<file path="src/rtl/pipe_ctrl_pkg.sv">
// Shared constants for the pipeline hazard/interrupt controller.
//   REG_W            : GPR index width
//   *_DEF            : default MDU occupancy and counter width
//   ST_*             : interrupt sequencer state encoding
package pipe_ctrl_pkg;
    localparam int REG_W           = 5;
    localparam int MULT_CYCLES_DEF = 5;
    localparam int DIV_CYCLES_DEF  = 10;
    localparam int CNT_W_DEF       = 4;

    localparam logic [1:0] ST_IDLE   = 2'd0;
    localparam logic [1:0] ST_DRAIN  = 2'd1;
    localparam logic [1:0] ST_INJECT = 2'd2;
endpackage

</file>
<file path="src/rtl/mdu_busy_counter.sv">
// Tracks how long the multi-cycle MULT/DIV unit still owns HI/LO.
// Ports:
//   clk    in  rising-edge clock
//   reset  in  synchronous, active-high; clears the counter
//   start  in  MULT/DIV issuing this cycle
//   is_div in  qualifies start: 1 = divide
//   busy   out counter non-zero
module mdu_busy_counter #(
    parameter int MULT_CYCLES = 5,
    parameter int DIV_CYCLES  = 10,
    parameter int CNT_W       = 4
) (
    input  logic clk,
    input  logic reset,
    input  logic start,
    input  logic is_div,
    output logic busy
);
    logic [CNT_W-1:0] count_q;
    logic [CNT_W-1:0] count_d;

    // A start while busy is dropped: the hazard logic holds any issuer
    // back until the count reaches zero, so it never happens in practice.
    always_comb begin
        count_d = count_q;
        if (count_q == '0) begin
            if (start) begin
                count_d = is_div ? CNT_W'(DIV_CYCLES) : CNT_W'(MULT_CYCLES);
            end
        end else begin
            count_d = count_q - 1'b1;
        end
    end

    always_ff @(posedge clk) begin
        if (reset) begin
            count_q <= '0;
        end else begin
            count_q <= count_d;
        end
    end

    assign busy = (count_q != '0);
endmodule

</file>
<file path="src/rtl/pipe_hazard_ctrl.sv">
// Stall/flush/interrupt sequencer for the 5-stage pipeline.
// Detects load-use and MDU hazards, and injects a pending interrupt at a
// clean boundary via a 3-state FSM (IDLE/DRAIN/INJECT).
// Ports:
//   clk, reset                 clock; synchronous active-high reset
//   rs_d, rt_d                 D-stage source registers
//   reg_write_e, mem_to_reg_e  E-stage writes GPR / is a load
//   write_reg_e                E-stage destination register
//   mdu_start_e, mdu_is_div_e  MULT/DIV issuing in E, divide qualifier
//   mdu_use_d                  D instruction touches HI/LO or the MDU
//   branch_taken_d             D-stage branch/jump taken
//   irq_pending, exl           CP0 interrupt request and EXL
//   stall_f, stall_d, flush_e  pipeline stall/flush controls
//   cancel_f, irq_req_f        IF/ID CancelF and InterruptRequest
//   pc_sel_exc, exl_set        exception vector select, EPC/EXL pulse
//   mdu_busy                   MDU owns HI/LO
//   dbg_state_o                FSM state for observation
module pipe_hazard_ctrl
    import pipe_ctrl_pkg::*;
#(
    parameter int MULT_CYCLES = MULT_CYCLES_DEF,
    parameter int DIV_CYCLES  = DIV_CYCLES_DEF,
    parameter int CNT_W       = CNT_W_DEF
) (
    input  logic             clk,
    input  logic             reset,
    input  logic [REG_W-1:0] rs_d,
    input  logic [REG_W-1:0] rt_d,
    input  logic             reg_write_e,
    input  logic             mem_to_reg_e,
    input  logic [REG_W-1:0] write_reg_e,
    input  logic             mdu_start_e,
    input  logic             mdu_is_div_e,
    input  logic             mdu_use_d,
    input  logic             branch_taken_d,
    input  logic             irq_pending,
    input  logic             exl,
    output logic             stall_f,
    output logic             stall_d,
    output logic             flush_e,
    output logic             cancel_f,
    output logic             irq_req_f,
    output logic             pc_sel_exc,
    output logic             exl_set,
    output logic             mdu_busy,
    output logic [1:0]       dbg_state_o
);
    logic [1:0] state_q;
    logic [1:0] state_d;
    logic       busy_raw;
    logic       load_use;
    logic       mdu_stall;
    logic       stall_raw;
    logic       inject;

    mdu_busy_counter #(
        .MULT_CYCLES (MULT_CYCLES),
        .DIV_CYCLES  (DIV_CYCLES),
        .CNT_W       (CNT_W)
    ) u_busy (
        .clk    (clk),
        .reset  (reset),
        .start  (mdu_start_e),
        .is_div (mdu_is_div_e),
        .busy   (busy_raw)
    );

    assign inject    = (state_q == ST_INJECT);
    assign load_use  = mem_to_reg_e & reg_write_e & (write_reg_e != '0) &
                       ((write_reg_e == rs_d) | (write_reg_e == rt_d));
    assign mdu_stall = mdu_use_d & (busy_raw | mdu_start_e);
    // The interrupt slot replaces the D instruction, so no stall then.
    assign stall_raw = (load_use | mdu_stall) & ~inject;

    always_comb begin
        state_d = ST_IDLE;
        case (state_q)
            ST_IDLE: begin
                if (irq_pending & ~exl) begin
                    state_d = (~stall_raw & ~busy_raw) ? ST_INJECT : ST_DRAIN;
                end
            end
            ST_DRAIN: begin
                // Withdrawal takes priority over a boundary becoming free.
                if (~irq_pending | exl) begin
                    state_d = ST_IDLE;
                end else if (~stall_raw & ~busy_raw) begin
                    state_d = ST_INJECT;
                end else begin
                    state_d = ST_DRAIN;
                end
            end
            default: state_d = ST_IDLE;
        endcase
    end

    always_ff @(posedge clk) begin
        if (reset) begin
            state_q <= ST_IDLE;
        end else begin
            state_q <= state_d;
        end
    end

    // Outputs are forced low for the whole reset cycle, whatever state held.
    assign stall_f     = ~reset & stall_raw;
    assign stall_d     = ~reset & stall_raw;
    assign flush_e     = ~reset & (stall_raw | inject);
    assign cancel_f    = ~reset & branch_taken_d & ~stall_raw & ~inject;
    assign irq_req_f   = ~reset & inject;
    assign pc_sel_exc  = ~reset & inject;
    assign exl_set     = ~reset & inject;
    assign mdu_busy    = ~reset & busy_raw;
    assign dbg_state_o = reset ? ST_IDLE : state_q;
endmodule

</file>
<file path="config.mk">
export PLATFORM = sky130hd
export DESIGN_NAME = pipe_hazard_ctrl
export DESIGN_NICKNAME = d
export VERILOG_FILES = /design/src/rtl/pipe_ctrl_pkg.sv /design/src/rtl/mdu_busy_counter.sv /design/src/rtl/pipe_hazard_ctrl.sv
export SDC_FILE = /design/constraint.sdc
export NUM_CORES = 1
export LEC_CHECK = 0
export CAP_MARGIN = 20
export CORE_AREA = 2 2 43 45
export DETAILED_ROUTE_END_ITERATION = 8
export DIE_AREA = 0 0 45 47
export DONT_BUFFER_PORTS = 1
export GPL_TIMING_DRIVEN = 0
export HOLD_SLACK_MARGIN = 0.05
export PLACE_DENSITY_LB_ADDON = 0.3
export SETUP_SLACK_MARGIN = 0.02
export SYNTH_ARGS = -nofsm -noshare
export SYNTH_HDL_FRONTEND = slang
export SYNTH_SLANG_ARGS = --single-unit
</file>
<file path="constraint.sdc">
create_clock -name clk -period 2 [get_ports clk]
set_input_delay 0.4 -clock clk [delete_from_list [all_inputs] [get_ports clk]]
set_output_delay 0.4 -clock clk [all_outputs]
set_load 0.02 [all_outputs]
</file>
Word level (Yosys, flattened, before mapping)
Index checks and enable logic that the tools add are counted.
{ "totals": {"inputBits": 25, "word_cells": 45, "output_inout_bits": 10, "ff_bits": 6} }
{ "op_classes": {"addsub": 1, "n_bitwise": 25, "eq_ne": 5, "muxes": 8, "reduce_logical": 4} }
{ "op_table": {"columns": ["cell", "n"], "rows": [
  ["1-bit AND", 14],
  ["4-bit two-way mux", 3],
  ["5-bit == test", 2],
  ["2-bit two-way mux", 4],
  ["1-bit inverter", 6],
  ["1-bit bitwise OR", 5],
  ["5-bit nonzero test", 1],
  ["4-bit zero test", 1],
  ["2-bit case mux with 2 select lines", 1],
  ["4-bit nonzero test", 1],
  ["4-bit by 1-bit subtractor with 4-bit output, second input constant", 1],
  ["2-bit by 1-bit == test with 1-bit output, second input constant", 1],
  ["2-bit == test, second input constant", 1],
  ["2-bit zero test", 1],
  ["2-bit inequality test, second input constant", 1]
]} }

Logic depth before layout (Yosys ltp)
{ "logic_depth": {"depth_word": 10, "ltp_mapped": 7, "depth_no_buf": 6} }

Hierarchy
From an unflattened synthesis, not the netlist that was laid out.
{ "hier_totals": {"cells_unflattened": 72, "area_unflattened_um2": 564.3} }
{ "by_module_without_submodules": {"columns": ["module", "seq_area_each_um2", "n_inst", "area_each_um2", "cells_per_inst"], "rows": [
  ["pipe_hazard_ctrl", 40.0, 1, 341.6, 47],
  ["mdu_busy_counter", 80.1, 1, 222.7, 25]
]} }

Least setup slack after synthesis
OpenSTA, ideal clock, no wires.
{ "synth_timing": {"path_kind": "input-to-output", "startpoint": "in write_reg_e[0]", "endpoint": "out stall_f", "path_slack_ns": 0.071, "arrival_time_ns": 1.529, "n_path_buf": 1, "required_time_ns": 1.600, "cell_stages": 5, "path_cell_list": "or3_1 > o311a_4 > nand2_1 > o21ai_1 > buf_4"} }
{ "synth_via": {"elab_chain_cells": 6, "elab_cells_between_ends": 9, "classes_between": "2 x eq/ne; 6 x bitwise; 1 x reduce/logical"} }
{ "synth_lines": {"columns": ["item", "line_no", "text"], "rows": [
  ["start: declaration", "pipe_hazard_ctrl.sv:31", "input logic [REG_W-1:0] write_reg_e,"],
  ["5-bit == test or 5-bit nonzero test (tied branches)", "pipe_hazard_ctrl.sv:70, pipe_hazard_ctrl.sv:69", null],
  ["1-bit bitwise OR or 1-bit AND (tied branches)", "pipe_hazard_ctrl.sv:70, pipe_hazard_ctrl.sv:69", null],
  ["1-bit AND *", "pipe_hazard_ctrl.sv:69", "assign load_use = mem_to_reg_e & reg_write_e & (write_reg_e != '0) &"],
  ["1-bit bitwise OR *", "pipe_hazard_ctrl.sv:73", "assign stall_raw = (load_use | mdu_stall) & ~inject;"],
  ["1-bit AND *", "pipe_hazard_ctrl.sv:73", null],
  ["1-bit AND *", null, null],
  ["end: declaration", "pipe_hazard_ctrl.sv:38", "output logic stall_f,"]
]} }
Mark *: on every way between the ends. The rest lies on a longest branch, timed or not.

Worst setup path in the final report
{ "layout_timing": {"startpoint": "reg u_busy.count_q[1]", "endpoint": "out stall_f"} }
{ "layout_via": {"elab_chain_cells": 6} }
{ "layout_lines": {"columns": ["item", "line_no", "text"], "rows": [
  ["start: declaration", "mdu_busy_counter.sv:19", "logic [CNT_W-1:0] count_q;"],
  ["start signal: assignment", "mdu_busy_counter.sv:39", "count_q <= count_d;"],
  ["4-bit nonzero test", "mdu_busy_counter.sv:43", "assign busy = (count_q != '0);"],
  ["1-bit bitwise OR", "pipe_hazard_ctrl.sv:71", "assign mdu_stall = mdu_use_d & (busy_raw | mdu_start_e);"],
  ["1-bit AND", "pipe_hazard_ctrl.sv:71", null],
  ["1-bit bitwise OR", "pipe_hazard_ctrl.sv:73", null],
  ["1-bit AND", "pipe_hazard_ctrl.sv:73", null],
  ["1-bit AND", null, null]
]} }
Every way passes these cells.

==> metrics.txt <==
status=completed; layout net count=106; Via density=5.521; endpoints failing hold=0; FFs w/ async S/R, synth=0%; buffer levels on the longest clock path=2; Gate power share=57.7%; post-route design area=701.9 µm²; kind of critical path=reg2out; CTS tree=built; critical path data arrival time=1.49 ns; Placed Instances=88; final total power=0.7472 mW; Synth cell types=30; worst-margin pin slew=0.4640 ns; Syn Area/Cell=7.824 µm²; row cnt=15; latest clock arrival within the worst-skew pair=0.24 ns; CTS buffer count=3; post-synth top area share=21.62%; final setup skew=0.003042 ns; CTS clk-pin slew, worst paths=0.04 ns; layout cells sized above 1=35.06%; Max Cap Viol=0; clk root buf=clkbuf_4; ANT nets after route=0; part of the cycle the worst path needs=94.53%; Die Wd=45 µm; initial antenna violation count=0; final setup margin=0.1093 ns; Synth area leaders=dfxtp_1, xor2_1, nor2_1; fmax=528.9 MHz; switching pwr=0.3087 mW; number of flops mapped to enable cells by yosys=0; total negative setup slack=0 ns; startpoint types=flip-flop; Syn Std Cell Area=555.5 µm²; top-count cell post-synth=xor2_1; normalized max-slew margin=68.63%; Sequential Power Share=27.7%; post-synthesis sequential area ratio=21.62%; Cell Pwr Density=1064 nW/µm²; DR vias=519; GP Congestion=0.8533; Sw Ratio=41.32%; Synth area leader=dfxtp_1; io pins=35; Initial Util=33.64%; drt first pass iters=4; Hold Crit Class=in2reg; crit-path max FO=4; vias in the first global route=423; placed cell area=576.8 µm²; DR DRC count=0; CP endpoint kind=primary output; synthesis-to-finish area growth=26.35%; Post-Place Setup Slack=-0.1193 ns; port bufs=0; Core ar.=1652 µm²; Req. time, crit path=1.60 ns; detailed-placement wirelength estimate=1013 µm; Yosys reg bits=6; Final setup violation count=0; unrepaired setup endpoints after global routing=no; total gr overflow=0; Clock Sinks=6; most instantiated cells after synthesis=xor2_1, nor2_1, dfxtp_1; Avg WL per Cell=13.55 µm; initial DRC count=8; Die Ht=47 µm; dominant synthesized flop cell=dfxtp_1; largest net degree at the start of global routing=10; P_int=0.4385 mW; Lkg Pwr=0.2821 nW; Post-Synthesis Cells=71; first-pass GRT wire length=1697 µm; Final Max Slew Viols=0; peak supply drop=0.7215 mV; Syn Nets=98; YS warnings=0; antenna cells=0; post-route insts no fill=94; die area=2115 µm²; Tmin final=1.891 ns; Clk network pwr share=14.6%; H-Tree Depth=1; Total Wirelength=1274 µm; GRT Total Usage=10.84%
[path summary, 6_finish.rpt]
| check | endpoint | cells after the start | slack (ns) | start |
|---|---|---|---|---|
| setup / recovery | stall_f | 7 | 0.11 | u_busy.count_q[1] |
| hold / removal | u_busy.count_q[2] | 2 | 0.35 | mdu_start_e |
| setup reg to reg | u_busy.count_q[0] | 6 | 0.65 | u_busy.count_q[1] |
| hold reg to reg | u_busy.count_q[1] | 3 | 0.60 | u_busy.count_q[0] |
[final cells by class]
class                   instances  area (µm²)
repair buffers                  3       22.52
flip-flops and latches          6       122.6
inverters                       6       23.77
multi-input cells              55       457.9
clock buffers                   3       22.52
well taps                      17       21.27
plain buffers                   4       31.28
fillers                       169       949.7
[routing by layer]
| layer | global-route usage, % | share of wire [%] | vias up |
|---|---|---|---|
| li1 | - | - | 263 |
| met1 | 13.79 | 41 | 229 |
| met2 | 16.86 | 47 | 27 |
| met3 | 6.154 | 13 | 0 |
| met4 | 0.5882 | 0 | 0 |
| met5 | 0 | 0 | - |
[layout by cell type, fill, tap and decap left out]
cell type / netlist / routed
a211oi_1: 1 / 1
a21oi_1: 5 / 5
a22oi_2: 0 / 1
a311oi_1: 1 / 1
a31oi_2: 0 / 1
and2_2: 0 / 1
buf_4: 3 / 5
buf_6: 0 / 1
clkbuf_2: 0 / 1
clkbuf_4: 0 / 3
clkinv_2: 1 / 1
dfxtp_1: 6 / 4
dfxtp_2: 0 / 2
ha_1: 2 / 1
ha_4: 0 / 1
inv_1: 5 / 3
inv_2: 0 / 2
nand2_1: 5 / 5
nand2b_1: 2 / 1
nand2b_4: 0 / 1
nand3_2: 0 / 1
nand4b_1: 1 / 1
nor2_1: 7 / 7
nor2b_2: 0 / 1
nor3_1: 3 / 3
nor3b_4: 0 / 1
nor4b_1: 1 / 1
o2111a_1: 2 / 1
o2111a_2: 0 / 1
o211a_1: 1 / 1
o21ai_0: 2 / 2
o21ai_4: 0 / 1
o22ai_1: 1 / 1
o311a_4: 1 / 1
o31ai_4: 0 / 1
or3_1: 1 / 1
xor2_1: 11 / 11
[worst max-delay path, cell delays in order, from the launching register on]
cell      delay (ns)
dfxtp_2         0.32
inv_2           0.09
ha_4            0.15
nor3b_4         0.24
nand2b_4        0.10
nand3_2         0.10
o21ai_4         0.09
buf_6           0.16
[stage by stage]
step | utilization, % | hold slack [ns]
6_report | 42.50 | 0.3467
3_3_place_gp | 34.92 | 0.5895
5_1_grt | 42.50 | 0.3708
4_1_cts | 39.24 | 0.3412
3_5_place_dp | 34.92 | 0.5922
2_1_floorplan | - | 0.5364
[registers in the layout (all words and copies together) (netlist names)]
signal          cells
u_busy.count_q      4
state_q             2
[logic make-up (layout without fill, tap and decap cells)]
family,after synthesis,count (layout),synth area share [%]
fa+ha+maj,2,2,4.504
xor+xnor,11,11,17.34
buf+inv,10,16,9.008
compound gates,18,18,24.78
simple gates,24,24,22.75
flops,6,6,21.62
[power groups by stage]
| stage | clock network, mW | registers (mW) | logic [mW] |
|---|---|---|---|
| finish | 0.109 | 0.207 | 0.431 |
| global route | 0.123 | 0.216 | 0.478 |
| CTS | 0.116 | 0.205 | 0.382 |
| detailed placement | 0 | 0.198 | 0.306 |
| global placement | 0 | 0.194 | 0.301 |
| floorplan | 0 | 0.190 | 0.264 |
[what timing repair did]
action	CTS	global route
pin swaps	0	1
hold buffers	0	0
buffers inserted	2	1
resized for setup	9	12
setup endpoints to repair	6	3
Note: power is estimated with default switching activity, not from simulation.
